File: src/rtl/clk_div_multi.sv
// Multi-channel programmable clock/tick divider with per-channel enable,
// glitch-free divisor update at the wrap, and a common synchronous restart.
module clk_div_multi #(
    parameter int NCH     = 2,
    parameter int WIDTH   = 19,
    parameter int DIV_RST = 50000,
    parameter int CHW     = 4
) (
    input  logic             clk,
    input  logic             rst_n,
    input  logic [NCH-1:0]   en,
    input  logic             sync_clr,
    input  logic             wr_en,
    input  logic [CHW-1:0]   wr_ch,
    input  logic [WIDTH-1:0] wr_data,
    output logic [NCH-1:0]   clk_out,
    output logic [NCH-1:0]   tick,
    output logic [NCH-1:0]   pend
);

    localparam logic [WIDTH-1:0] DIV_INIT = WIDTH'(DIV_RST);
    localparam logic [WIDTH-1:0] ONE      = WIDTH'(1);

    logic wr_ok;

    // Writes addressed past the last channel are dropped here, once for all channels.
    assign wr_ok = wr_en && (int'(wr_ch) < NCH);

    for (genvar k = 0; k < NCH; k++) begin : g_ch
        logic [WIDTH-1:0] cnt;
        logic [WIDTH-1:0] div;
        logic [WIDTH-1:0] nxt;
        logic [WIDTH-1:0] d_eff;
        logic             pend_r;
        logic             clk_r;
        logic             tick_r;
        logic             wrap;
        logic             hit;
        logic             apply;

        // A pending divisor is only swapped in where no phase is in flight:
        // at a wrap, while disabled, or on a restart.
        always_comb begin
            d_eff = (div == '0) ? ONE : div;
            wrap  = (cnt == d_eff - ONE);
            hit   = wr_ok && (wr_ch == CHW'(k));
            apply = pend_r && (sync_clr || !en[k] || wrap);
        end

        always_ff @(posedge clk or negedge rst_n) begin
            if (!rst_n) begin
                cnt    <= '0;
                div    <= DIV_INIT;
                nxt    <= DIV_INIT;
                pend_r <= 1'b0;
                clk_r  <= 1'b1;
                tick_r <= 1'b0;
            end else begin
                if (sync_clr) begin
                    cnt    <= '0;
                    clk_r  <= 1'b1;
                    tick_r <= 1'b0;
                end else if (en[k]) begin
                    if (wrap) begin
                        cnt    <= '0;
                        tick_r <= 1'b1;
                        clk_r  <= ~clk_r;
                    end else begin
                        cnt    <= cnt + ONE;
                        tick_r <= 1'b0;
                    end
                end else begin
                    tick_r <= 1'b0;
                end

                if (apply) begin
                    div <= nxt;
                end

                // A write on the applying edge re-arms pend with the new value.
                if (hit) begin
                    nxt    <= wr_data;
                    pend_r <= 1'b1;
                end else if (apply) begin
                    pend_r <= 1'b0;
                end
            end
        end

        assign clk_out[k] = clk_r;
        assign tick[k]    = tick_r;
        assign pend[k]    = pend_r;
    end

endmodule
File: config.mk
export PLATFORM = sky130hd
export DESIGN_NAME = clk_div_multi
export DESIGN_NICKNAME = d
export VERILOG_FILES = /design/src/rtl/clk_div_multi.sv
export SDC_FILE = /design/constraint.sdc
export NUM_CORES = 1
export LEC_CHECK = 0
export ABC_AREA = 1
export CORE_MARGIN = 2
export CORE_UTILIZATION = 35
export CTS_CLUSTER_DIAMETER = 100
export DETAILED_ROUTE_END_ITERATION = 8
export PLACE_DENSITY = 0.54
export SYNTH_ARGS = -nofsm -noshare
export SYNTH_HDL_FRONTEND = slang
export SYNTH_SLANG_ARGS = --single-unit
File: constraint.sdc
create_clock -name clk -period 4.4 [get_ports clk]
set_clock_uncertainty 0.15 [all_clocks]
set_input_delay 1.32 -clock clk [delete_from_list [all_inputs] [get_ports clk]]
set_output_delay 1.32 -clock clk [all_outputs]
set_load 0.01 [all_outputs]
======== Yosys cells after proc, flatten, opt, wreduce, memory -nomap -nowiden ========
Index checks and enable logic that the tools add are counted.
storage, ports and cells
  register bits ........................... 120
  input port bits ......................... 29
  output and inout bits ................... 6
  logic and storage cells ................. 68
cells by class
  $add $sub $neg .......................... 4
  magnitude comparators ................... 1
  eq/ne operators ......................... 3
  mux-type cells .......................... 24
  bitwise gates (word level) .............. 2
  reduce and logical (&&, ||, !) cells .... 22
operators with widths
  operator                                                                number
  19-bit two-way mux                                                      8
  19-bit by 1-bit adder with 19-bit output (second input constant)        2
  19-bit equality test                                                    2
  19-bit zero test                                                        2
  19-bit by 1-bit subtractor with 19-bit output (second input constant)   2
  1-bit two-way mux                                                       16
  2-bit nonzero test                                                      6
  1-bit logical AND                                                       5
  4-bit by 1-bit equality test with 1-bit output (second input constant)  1
  4-bit zero test                                                         1
  1-bit logical OR                                                        4
  4-bit by 2-bit < comparator with 1-bit output (second input constant)   1
  2-bit AND reduction                                                     2
  1-bit zero test                                                         2
  1-bit NOT                                                               2

======== Longest topological paths before layout ========
  depth in word-level cells ............... 8
  gate-level depth with buffers ........... 22
  mapped depth without buffers ............ 21

======== Least setup slack after synthesis ========
OpenSTA, ideal clock, no wires.
  kind .................................... reg-to-reg
  start point ............................. reg g_ch[0].div[9]
  end point ............................... reg g_ch[0].div[13]
  setup time .............................. 0.117 ns
  arrival time ............................ 2.781 ns
  required time ........................... 4.133 ns
  path slack .............................. 1.352 ns
  cell stages (with the launch flop) ...... 21
  buffers on the path ..................... 2
  clock period less this slack ............ 3.048 ns
  cells stage by stage .................... dfstp_2 > inv_2 > nand3_1 > nor2_1 > nand3_1 > nand2_1 > inv_1 > ha_1 > nand4_1 > nor2_1 > xor2_1 > xor2_1 > inv_1 > nand3_1 > nor2_1 > nand4_1 > nand2_1 > buf_4 > buf_6 > nand3_1 > nand2_1
between the ends
  cells in the longest elaborated chain, start to end .. 6
RTL lines
  element                                            line  RTL
  start, declared                                    31    logic [WIDTH-1:0] div;
  start signal, assigned                             77    div <= nxt;
  19-bit zero test                                   44    d_eff = (div == '0) ? ONE : div;
  19-bit two-way mux (*)                             44
  19-bit by 1-bit subtractor with 19-bit output (*)  45    wrap = (cnt == d_eff - ONE);
  19-bit equality test (*)                           45
  1-bit logical OR (*)                               47    apply = pend_r && (sync_clr || !en[k] || wrap);
  1-bit logical AND (*)                              47
Every way passes the cells marked *; elsewhere a longest branch is shown, timed or not.
A chain may end at the register's enable or synchronous reset.

======== Final worst setup path ========
  start point ............................. reg g_ch[1].div[6]
  end point ............................... reg g_ch[1].div[18]
between the ends
  cells in the longest elaborated chain, start to end .. 6
RTL lines
  element                                            line
  start, declared                                    31
  start signal, assigned                             77
  19-bit zero test                                   44
  19-bit two-way mux (*)                             44
  19-bit by 1-bit subtractor with 19-bit output (*)  45
  19-bit equality test (*)                           45
  1-bit logical OR (*)                               47
  1-bit logical AND (*)                              47
Marks and branches as above.

==> results.py <==
metrics = {
    "run_status": {
        "run_status": "complete, no violations",
    },
    "synth": {
        "synth_nets": 977,
        "yosys.area.top_type_share": 0.325,
        "synth-seq-cells": 120,
        "synth_area_sq_mm": 0.00724,
        "synth_area_leaders": "dfrtp_1 (32%), nand2_1 (12%), dfstp_2 (9.4%)",
        "yosys-top-cells-count": "nand2_1 (235), inv_1 (106), nor2_1 (95), dfrtp_1 (94), nand3_1 (92)",
        "synth_top_area_cell": "dfrtp_1",
        "yosysWarningCount": 0,
        "synthFlopType": "dfrtp_1",
        "synth_edf_count": 0,
        "ys_seq_area_frac": 0.419,
        "avgSynthCellArea_sq_um": 7.67,
        "synth_async_sr_flop_share": 1.00,
        "syn_inst": 944,
        "synth.most_common_cell": "nand2_1",
        "synthDistinctLibCells": 42,
    },
    "grt": {
        "antenna_found_initial": 0,
        "grt_pass1_wl_mm": 31.1,
        "grt_pass1_vias": 5993,
        "grt_usage": 0.181,
        "grt_remaining_overflow": 0,
        "grt_max_degree": 53,
    },
    "clock_network": {
        "cts_tree": "built",
        "cts.clk_slew.worst_paths_ns": 0.06,
        "cts_made_buffers": 17,
        "ctsResizeCount": 0,
        "cts_root_buf": "clkbuf_16",
        "cts.hold.buffers_added": 0,
        "h-tree-depth": 4,
        "cts.path.max_buffers": 2,
        "clk_latency_ns": 0.42,
        "cts_setup_buffers": 0,
        "clock-sinks": 120,
    },
    "routing": {
        "totalWireLength_mm": 18.8,
        "dr.pass1.iters": 5,
        "routed.top_layer": "met4",
        "via_per_inst": 4.87,
        "drt-initial-drc-count": 388,
        "antenna_left": 0,
        "wl_met2_mm": 8.69,
        "met3_length_um": 808,
        "drc": 0,
        "vias": 6131,
        "drt-met1-wl_mm": 9.14,
        "wl_per_cell_um": 14.9,
    },
    "floorplanning": {
        "die_w_um": 148,
        "fp-row-count": 52,
        "dieArea_sq_mm": 0.0219,
        "die_h_um": 148,
        "io_pins": 35,
        "core_area_sq_mm": 0.0203,
        "start_util": 0.357,
    },
    "power": {
        "peakVddDrop_uv": 257,
        "clkPwrFrac": 0.313,
        "seqPwrFrac": 0.332,
        "leakagePower_nw": 3.85,
        "p_int_mw": 2.78,
        "power_mw": 4.58,
        "switchingPower_mw": 1.80,
        "powerDensity_mw_per_mm2": 548,
        "swShare": 0.392,
        "pwr-share-comb": 0.355,
    },
    "critical_path": {
        "regToRegStartpoint": "g_ch[1].div[6]",
        "cp_slowest_cell": "dfstp_2",
        "cp_num_buf_inv": 4,
        "worstSetupStartpoint": "g_ch[1].div[6]",
        "crit_arrival_ns": 4.04,
        "crit_fanout": 37,
        "cpPeakStageDelay_ns": 0.58,
        "cp_top_family": "simple AND/OR/NAND/NOR gates",
        "worstSetupPathType": "reg2reg",
        "crit_top_cell": "nand2_1",
        "cp-start-kind": "flip-flop",
        "cp.required_ns": 4.60,
        "end_kind": "flip-flop",
        "crit_path_cell_trace": "nor2_1 > nand2_1 > nor2_2 > nand3_4 > nand2_1 > inv_1 > ha_1 > inv_1 > nor2_2 > nand2_1 > nor2_1 > nand2_1 > xor2_1 > inv_1 > nand3_1 > nor2_1 > nand4_2 > nand2_2 > buf_4 > nand3_1 > nand2_1",
    },
    "sta": {
        "maxSlewViolCount": 0,
        "relSlewSlack": 0.522,
        "final.min_clock_period_ns": 3.84,
        "setup_tns_ns": 0,
        "finalCritPeriodShare": 0.872,
        "setup_viol": 0,
        "finalWorstSetupSlack_ns": 0.562,
        "max_freq_ghz": 0.261,
        "rsz0062_at_grt": "no",
        "whs_ns": 0.320,
        "hold_viol_final": 0,
        "tightest_slew_ns": 0.717,
    },
    "place": {
        "dp.cells": 1226,
        "dp_hpwl_mm": 14.0,
        "portBuffers": 34,
        "gp_congestion": 0.896,
        "place_area_sq_mm": 0.00776,
        "place_ws_ns": 0.602,
    },
    "hold_path": {
        "min_path_type": "reg2reg",
        "hp-start": "g_ch[1].nxt[14]",
    },
    "cells_and_area": {
        "fin_area_sq_mm": 0.00836,
        "drive_above_1_share": 0.107,
        "postLayoutCoreUtil": 0.412,
        "instances_no_fill": 1258,
        "areaGrowthSynthToFinish_pct": 15.5,
        "antenna_cells": 0,
        "fin_nets": 1008,
    },
    "run": {
        "cap_violations": 0,
    },
}
power by group through the flow:
stage	Sequential (mW)	Combinational [mW]	Clock, mW
global placement	1.54	1.61	0
floorplan	1.46	1.29	0
finish	1.52	1.63	1.43
CTS	1.52	1.63	1.46
global route	1.54	1.86	1.51
detailed placement	1.54	1.62	0
cell usage in the layout, fill, tap and decap left out, drive strengths merged, types with 2 or more instances in the layout:
| cell | netlist | routed |
|---|---|---|
| nand2 | 239 | 239 |
| inv | 108 | 114 |
| nand3 | 105 | 105 |
| nor2 | 104 | 104 |
| dfrtp | 94 | 94 |
| o21ai | 53 | 53 |
| xor2 | 51 | 51 |
| clkdlybuf4s50 | 0 | 33 |
| o22ai | 31 | 31 |
| nand4 | 27 | 27 |
| dfstp | 26 | 26 |
| xnor2 | 21 | 21 |
| clkbuf | 10 | 18 |
| nor3 | 18 | 18 |
| buf | 21 | 10 |
| a21oi | 7 | 7 |
| or2 | 6 | 6 |
| nand3b | 5 | 5 |
| clkinv | 2 | 5 |
| ha | 4 | 4 |
| and2 | 3 | 3 |
| nor4 | 3 | 3 |
| clkinvlp | 0 | 3 |
| bufinv | 0 | 2 |
cell type report:
type / count / area, sq um
clock buffer: 18 / 439
inverter: 110 / 413
clock inverter: 14 / 163
sequential: 120 / 3040
tap: 270 / 338
fill: 2127 / 11900
timing repair buffer: 43 / 405
multi-input combinational: 683 / 3570
sequential cells by signal, summed over array words and instances (netlist names):
signal,flops
g_ch.nxt,38
g_ch.cnt,38
g_ch.div,38
g_ch.clk_r,2
g_ch.pend_r,2
g_ch.tick_r,2
per-layer routing:
| metal | global-route usage | vias up |
|---|---|---|
| met5 | 0 | - |
| met4 | 0.0400 | 0 |
| met3 | 0.0414 | 9 |
| met2 | 0.286 | 123 |
| met1 | 0.254 | 2874 |
| li1 | - | 3125 |
logic make-up (layout without fill, tap and decap cells):
group / count (synthesis) / count (layout) / share of synthesized area
xor+xnor: 72 / 72 / 0.0871
fa+ha+maj: 4 / 4 / 0.00691
compound gates: 96 / 96 / 0.0736
buf+inv: 141 / 185 / 0.0881
flops: 120 / 120 / 0.419
simple gates: 511 / 511 / 0.325
worst register-to-register path, cell delays in order (launching register included):
cell     delay (ns)
dfstp_2        0.58
nor2_1         0.06
nand2_1        0.11
nor2_2         0.06
nand3_4        0.15
nand2_1        0.09
inv_1          0.17
ha_1           0.25
inv_1          0.09
nor2_2         0.20
nand2_1        0.11
nor2_1         0.17
nand2_1        0.09
xor2_1         0.14
inv_1          0.09
nand3_1        0.08
nor2_1         0.15
nand4_2        0.21
nand2_2        0.12
buf_4          0.42
nand3_1        0.16
nand2_1        0.10
worst paths after layout:
path / depth (start not counted) / slack [ns] / end
setup / recovery: 21 / 0.56 / g_ch[1].div[18]
hold / removal: 2 / 0.32 / g_ch[1].div[14]
setup reg to reg: 21 / 0.56 / g_ch[1].div[18]
hold reg to reg: 2 / 0.32 / g_ch[1].div[14]
max in group asynchronous: 2 / 2.33 / g_ch[0].div[8]
min in group asynchronous: 1 / 0.80 / g_ch[0].cnt[13]
Power figures use the tool's default switching activity.
